<file path="src/rtl/behav_gate_pkg.sv">
// Shared definitions for the registered gate unit: gate encoding, gate count
// and the single-bit gate evaluator used by every bit slice.
package behav_gate_pkg;

    typedef enum logic [2:0] {
        GATE_AND  = 3'd0,
        GATE_OR   = 3'd1,
        GATE_NOT  = 3'd2,
        GATE_NAND = 3'd3,
        GATE_NOR  = 3'd4,
        GATE_XOR  = 3'd5,
        GATE_XNOR = 3'd6
    } gate_op_e;

    localparam int NUM_GATES = 7;

    // NOT ignores b_bit; every other gate is a plain two-input function.
    function automatic logic gate_eval(input gate_op_e op, input logic a_bit, input logic b_bit);
        case (op)
            GATE_AND:  return a_bit & b_bit;
            GATE_OR:   return a_bit | b_bit;
            GATE_NOT:  return ~a_bit;
            GATE_NAND: return ~(a_bit & b_bit);
            GATE_NOR:  return ~(a_bit | b_bit);
            GATE_XOR:  return a_bit ^ b_bit;
            GATE_XNOR: return ~(a_bit ^ b_bit);
            default:   return 1'b0;
        endcase
    endfunction

endpackage

</file>
<file path="src/rtl/behav_gate_bit.sv">
// One bit slice of the gate unit: all seven combinational gate results for a
// single operand bit pair, indexed by gate_op_e.
module behav_gate_bit
    import behav_gate_pkg::*;
(
    input  logic                 i_a,
    input  logic                 i_b,
    output logic [NUM_GATES-1:0] o_res
);

    always_comb begin
        o_res            = '0;
        o_res[GATE_AND]  = gate_eval(GATE_AND,  i_a, i_b);
        o_res[GATE_OR]   = gate_eval(GATE_OR,   i_a, i_b);
        o_res[GATE_NOT]  = gate_eval(GATE_NOT,  i_a, i_b);
        o_res[GATE_NAND] = gate_eval(GATE_NAND, i_a, i_b);
        o_res[GATE_NOR]  = gate_eval(GATE_NOR,  i_a, i_b);
        o_res[GATE_XOR]  = gate_eval(GATE_XOR,  i_a, i_b);
        o_res[GATE_XNOR] = gate_eval(GATE_XNOR, i_a, i_b);
    end

endmodule

</file>
<file path="src/rtl/behav_gate_unit.sv">
// Registered bitwise gate unit: seven gate results of a/b, one-cycle latency.
// Optional macro BEHAV_GATE_PARITY_EN adds a registered 7-bit parity output par_o.
module behav_gate_unit
    import behav_gate_pkg::*;
#(
    parameter int WIDTH = 1
) (
    input  logic             clk,
    input  logic             rst_n,
    input  logic             in_valid,
    input  logic [WIDTH-1:0] a,
    input  logic [WIDTH-1:0] b,
    output logic             out_valid,
    output logic [WIDTH-1:0] and_g,
    output logic [WIDTH-1:0] or_g,
    output logic [WIDTH-1:0] not_g,
    output logic [WIDTH-1:0] nand_g,
    output logic [WIDTH-1:0] nor_g,
    output logic [WIDTH-1:0] xor_g,
    output logic [WIDTH-1:0] xnor_g
`ifdef BEHAV_GATE_PARITY_EN
    ,
    output logic [NUM_GATES-1:0] par_o
`endif
);

    logic [NUM_GATES-1:0] w_bitRes [WIDTH];
    logic [WIDTH-1:0]     w_gate   [NUM_GATES];
    logic [WIDTH-1:0]     r_gate   [NUM_GATES];
    logic                 r_valid;

    for (genvar i = 0; i < WIDTH; i++) begin : g_bit
        behav_gate_bit u_bit (
            .i_a   (a[i]),
            .i_b   (b[i]),
            .o_res (w_bitRes[i])
        );
    end

    // Regroup per-bit slices into one WIDTH-wide vector per gate.
    always_comb begin
        for (int k = 0; k < NUM_GATES; k++) begin
            w_gate[k] = '0;
            for (int i = 0; i < WIDTH; i++) begin
                w_gate[k][i] = w_bitRes[i][k];
            end
        end
    end

    // Results load only on a valid sample, so X on idle operands never enters the flops.
    always_ff @(posedge clk or negedge rst_n) begin
        if (!rst_n) begin
            r_valid <= 1'b0;
            for (int k = 0; k < NUM_GATES; k++) begin
                r_gate[k] <= '0;
            end
        end else begin
            r_valid <= in_valid;
            if (in_valid) begin
                for (int k = 0; k < NUM_GATES; k++) begin
                    r_gate[k] <= w_gate[k];
                end
            end
        end
    end

    assign out_valid = r_valid;
    assign and_g     = r_gate[int'(GATE_AND)];
    assign or_g      = r_gate[int'(GATE_OR)];
    assign not_g     = r_gate[int'(GATE_NOT)];
    assign nand_g    = r_gate[int'(GATE_NAND)];
    assign nor_g     = r_gate[int'(GATE_NOR)];
    assign xor_g     = r_gate[int'(GATE_XOR)];
    assign xnor_g    = r_gate[int'(GATE_XNOR)];

`ifdef BEHAV_GATE_PARITY_EN
    logic [NUM_GATES-1:0] w_par;
    logic [NUM_GATES-1:0] r_par;

    always_comb begin
        w_par = '0;
        for (int k = 0; k < NUM_GATES; k++) begin
            w_par[k] = ^w_gate[k];
        end
    end

    // Parity follows exactly the same load/hold/reset rules as the results.
    always_ff @(posedge clk or negedge rst_n) begin
        if (!rst_n) begin
            r_par <= '0;
        end else if (in_valid) begin
            r_par <= w_par;
        end
    end

    assign par_o = r_par;
`endif

endmodule

</file>
<file path="config.mk">
export PLATFORM = sky130hd
export DESIGN_NAME = behav_gate_unit
export DESIGN_NICKNAME = d
export VERILOG_FILES = /design/src/rtl/behav_gate_pkg.sv /design/src/rtl/behav_gate_bit.sv /design/src/rtl/behav_gate_unit.sv
export SDC_FILE = /design/constraint.sdc
export NUM_CORES = 1
export LEC_CHECK = 0
export BUFFER_PORTS_ARGS = -buffer_cell sky130_fd_sc_hd__buf_2
export CORE_MARGIN = 3
export CORE_UTILIZATION = 26
export CTS_CLUSTER_DIAMETER = 80
export DETAILED_ROUTE_END_ITERATION = 10
export GPL_TIMING_DRIVEN = 0
export HOLD_SLACK_MARGIN = 0.02
export MAX_ROUTING_LAYER = met4
export PLACE_DENSITY_LB_ADDON = 0.12
export SLEW_MARGIN = 20
export SYNTH_ARGS = -nofsm -noshare
export SYNTH_HDL_FRONTEND = slang
export SYNTH_SLANG_ARGS = --single-unit
</file>
<file path="constraint.sdc">
create_clock -name clk -period 1 [get_ports clk]
set_clock_uncertainty 0.1 [all_clocks]
set_input_delay 0 -clock clk [delete_from_list [all_inputs] [get_ports clk]]
set_output_delay 0 -clock clk [all_outputs]
set_load 0.05 [all_outputs]
</file>
## After elaboration in Yosys (flattened, before gate mapping)

Cells that the tools add are included.

| operators by class | value |
|---|---|
| $add $sub $neg | 0 |
| bitwise gates (word level) | 7 |
| muxes and demuxes | 0 |
| magnitude comparators | 0 |
| div/mod/pow operators | 0 |
| reductions and logical operators | 0 |
| $mul | 0 |
| equal/unequal tests | 0 |
| shift operators | 0 |

Operators with widths:

| operator | number |
|---|---|
| $not A1 Y1 | 4 |
| $and A1 B1 Y1 | 1 |
| $or A1 B1 Y1 | 1 |
| $xor A1 B1 Y1 | 1 |

| storage, ports and cells | value |
|---|---|
| memory bits (read-only) | 0 |
| output and inout port bits | 8 |
| memory bits (writable) | 0 |
| memories | 0 |
| latch bits | 0 |
| word-level logic and storage cells | 15 |
| register bits | 8 |
| bits of input ports | 5 |

## Logic depth before layout (Yosys ltp)

| depth | value |
|---|---|
| depth after elaboration | 2 |
| mapped depth | 3 |
| gate-level depth less buffers | 3 |

## Cells and area by module

A second synthesis with hierarchy kept.

| second synthesis, totals | value |
|---|---|
| cells, all modules | 25 |
| area, all modules | 385.4 um^2 |

Modules (own cells, without submodules):

| module | cells an instance | seq. area each (um^2) | area an instance (um^2) | times used |
|---|---|---|---|---|
| behav_gate_unit | 16 | 200.2 | 316.6 | 1 |
| behav_gate_bit | 9 | 0.0 | 68.8 | 1 |

## Worst setup path before layout

OpenSTA, ideal clock, no wires.

| timing | value |
|---|---|
| kind | register to register |
| start point | reg, netlist name and_g |
| end point | reg r_gate (netlist bit and_g) |
| stages on the path, launching flop included | 2 |
| required time | 0.775 ns |
| clock period less this slack | 1.094 ns |
| slack | -0.094 ns |
| buffers on the path | 0 |
| arrival time | 0.869 ns |
| setup time | 0.125 ns |
| cell sequence | dfrtp_1 > mux2_4 |

RTL lines:

| item | line | RTL |
|---|---|---|
| end signal: indexed assignment | behav_gate_unit.sv:61 | `r_gate[k] <= w_gate[k];` |
| end: declaration | behav_gate_unit.sv:29 | `logic [WIDTH-1:0] r_gate [NUM_GATES];` |

## Final worst setup path

| timing | value |
|---|---|
| start point | reg r_gate (netlist bit xor_g) |
| end point | out xor_g |

RTL lines:

| item | line | RTL |
|---|---|---|
| end: declaration | behav_gate_unit.sv:19 | `output logic [WIDTH-1:0] xor_g,` |

No word-level cell between the ends.

==> impl.org <==
** Critical path
- The worst setup path is captured at a primary output.
- Counting cells, the worst reg-to-reg path comes to 1.
- The endpoint identified for the worst register-to-register timing path is xor_g$_DFFE_PN0P_.
- Slowest stage cell, crit path :: sky130_fd_sc_hd__dfrtp_2
- The signal on the critical path passes through buf_2.
- The largest single stage delay on the critical path is 0.36 ns.
- The worst register-to-register path begins at xor_g$_DFFE_PN0P_.
- STA puts the critical path data required time at 0.90 ns.
- Cell family with the largest share of critical-path delay :: flip-flops
- The critical path is of the register to primary output type.
- Arrival time worst endpoint :: 0.86 ns
- In this run the number of cells on the critical path is 1.
- Worst reg2reg setup slack :: 0.12 ns
- The number of buffers and inverters on the critical path is 1.
- STA classifies the critical path startpoint as a register.
- Along the worst path, the maximum fanout reaches 2.

** GRT
- Initial antenna violation count :: 0
- Global-route total usage across every layer :: 8.99%
- The total overflow left after global routing is 0.
- Global-route wire length before repair :: 1.17 mm
- Entering global routing, the biggest net connects 9 pins.
- Number of global-route vias before repair :: 257

** Detailed routing
- In the final routed layout, each cell accounts on average for 11.1 microns.
- Total number of vias :: 249
- Remaining antenna violation count after routing :: 0
- Total wire length after detailed routing :: 680 microns
- 1st-iter DRT viols :: 1
- Dividing the detail-routed via count by the number of cells gives 4.08.
- DRC viols :: 0
- The first TritonRoute pass finished after 2 iterations.

** Run status
- The flow ran to the end, and the final reports show no timing, DRC or antenna violations.

** CTS
- For the worst-skew pair, the clock arrives at the later sink with an insertion delay of 0.25 ns.
- Reg clk slew, reported paths :: 0.06 ns
- TritonCTS built the clock tree.
- Clock tree synthesis found a total of 8 sinks.
- Clock root cell :: sky130_fd_sc_hd__clkbuf_4
- In this run the number of H-tree levels came out at 1.
- Maximum buffer depth of the clock tree :: 2
- Buffer count from post-CTS setup fixing :: 0
- CTS buffer count :: 3

** Die
- Core footprint :: 1220 sq um
- Core Rows :: 12
- Starting density of the core :: 30.5%
- Die footprint :: 1910 sq um
- The die is 43.7 microns wide.
- The die is 43.7 microns tall.
- Number of ports placed on the die boundary :: 13

** Power and ir drop
- Leakage power summed over all cells :: 0.299 nW
- Total power for the finished layout comes to 0.886 mW.
- For this design the ratio of total power to cell area is 1600 nW/um^2.
- The worst-case IR drop observed on VDD is 0.799 mV.

** Place
- Detailed placer's ending HPWL :: 478 microns
- After detailed placement, the design holds a cell count of 51.
- Placer's final routability congestion estimate :: 0.651
- Count of port buffers added during placement :: 12
- After detailed placement, the total cell area comes to 453 sq um.
- At the placement stage, the worst setup path has a slack of 0.0209 ns.

** Layout
- Final antenna diode count :: 0
- With fillers left out, the area of the finished cells amounts to 556 sq um.
- For this run, the number of standard cells in the final layout without fillers is 61.
- Post-synthesis to final-layout area growth :: 50.0%
- Post-layout util :: 45.7%
- Share of post-route cells with drive strength above 1 :: 51.1%
- Final net count :: 58

** Synthesis
- Summing the sequential cell areas from Yosys gives 54.1% of the chip area.
- Library cells used by synthesis :: 6
- Synth Cell Area :: 370 sq um
- In this run, synthesis produced a sequential element count of 8.
- Number of synthesis warnings :: 0
- Average cell area after synthesis :: 14.8 sq um
- Number of cells produced by synthesis :: 25
- Counting every net in the synthesized netlist gives 34.

** Timing
- The worst pin sits at a relative slew slack of 83.3%.
- Across all setup checks in the final design, the least slack found is 0.0354 ns.
- Setup violations remaining at the end of the flow were counted as 0.
- The tightest hold path in the finished design has a slack of 0.0225 ns.
- Shortest clock period the worst path allows after layout :: 0.965 ns
- Max Fclk :: 1.04 GHz
- The number of hold violations in the final report was 0.
- Post-route fraction of the period consumed by the critical path :: 96.5%
- Setup repair after global routing missed its margin :: false
- For the pin with the worst max-slew slack, the measured transition is 0.253 ns.
- Post-route setup TNS :: 0 ns
- The final max-slew violation count is 0.

** Flow run
- Number of max-capacitance violations reported :: 0

** Worst hold path
- The tightest min-delay check is of the input port to async pin type.
## cells by family (layout without fill, tap and decap cells)
group / after synthesis / count (layout) / synth area share, %
adder cells (fa/ha/maj): 4 / 4 / 13.5
buffers and inverters: 6 / 28 / 8.11
flip-flops: 8 / 8 / 54.1
multiplexers: 7 / 7 / 24.3
## metal layers
metal	wire [microns]	vias up	part of all wire, %	track usage (%)
met1	319	119	47	10.6
met5	0	-	0	-
met4	0	0	0	5.42
li1	-	124	-	-
met2	316	6	46	11.6
met3	44	0	6.5	4.98
## registers in the layout, summed over array words and instances, names as in the netlist
register,count
or_g,1
nand_g,1
and_g,1
out_valid,1
not_g,1
xor_g,1
nor_g,1
xnor_g,1
## cells in the final DEF (no fill, tap or decap)
cell	netlist	routed
sky130_fd_sc_hd__dfrtp_1	8	4
sky130_fd_sc_hd__ha_1	4	4
sky130_fd_sc_hd__inv_1	5	5
sky130_fd_sc_hd__clkbuf_4	0	6
sky130_fd_sc_hd__dfrtp_2	0	4
sky130_fd_sc_hd__dlygate4sd3_1	0	7
sky130_fd_sc_hd__mux2i_1	3	3
sky130_fd_sc_hd__buf_6	1	1
sky130_fd_sc_hd__buf_4	0	1
sky130_fd_sc_hd__buf_2	0	8
sky130_fd_sc_hd__mux2_4	4	4
## power breakdown
group,switching (mW),internal [mW],leakage (nW)
Clock,0.109,0.137,0.0138
Combinational,0.170,0.0955,0.197
Sequential,0.0153,0.359,0.0883
Total,0.294,0.592,0.299
## synth_stat cells, drive strengths merged
| cell type | n | area share (%) |
|---|---|---|
| dfrtp | 8 | 54 |
| ha | 4 | 14 |
| mux2i | 3 | 8.1 |
| mux2 | 4 | 16 |
| buf | 1 | 3.0 |
| inv | 5 | 5.1 |
## area by class of cell
cell class | count | area [sq um]
plain buffers | 1 | 11.3
clock buffers | 3 | 22.5
fillers | 124 | 661
inverters | 5 | 18.8
multi-input cells | 11 | 140
flip-flops and latches | 8 | 205
well taps | 14 | 17.5
repair buffers | 19 | 140
## worst max-delay path by stage
stage                           start                 to  slack (ns)
floorplan           and_g$_DFFE_PN0P_  and_g$_DFFE_PN0P_      -0.009
global placement                    a  xor_g$_DFFE_PN0P_        0.03
detailed placement                  a  xor_g$_DFFE_PN0P_        0.02
CTS                 and_g$_DFFE_PN0P_              and_g        0.02
global route        and_g$_DFFE_PN0P_              and_g       0.006
finish              xor_g$_DFFE_PN0P_              xor_g        0.04
## timing repair
action                                  CTS  global route
resized for setup                         0             5
hold buffers                              3             4
endpoints found under the hold margin    12             2
endpoints found under the setup margin    0             4
Note: power is estimated with default switching activity, not from simulation.
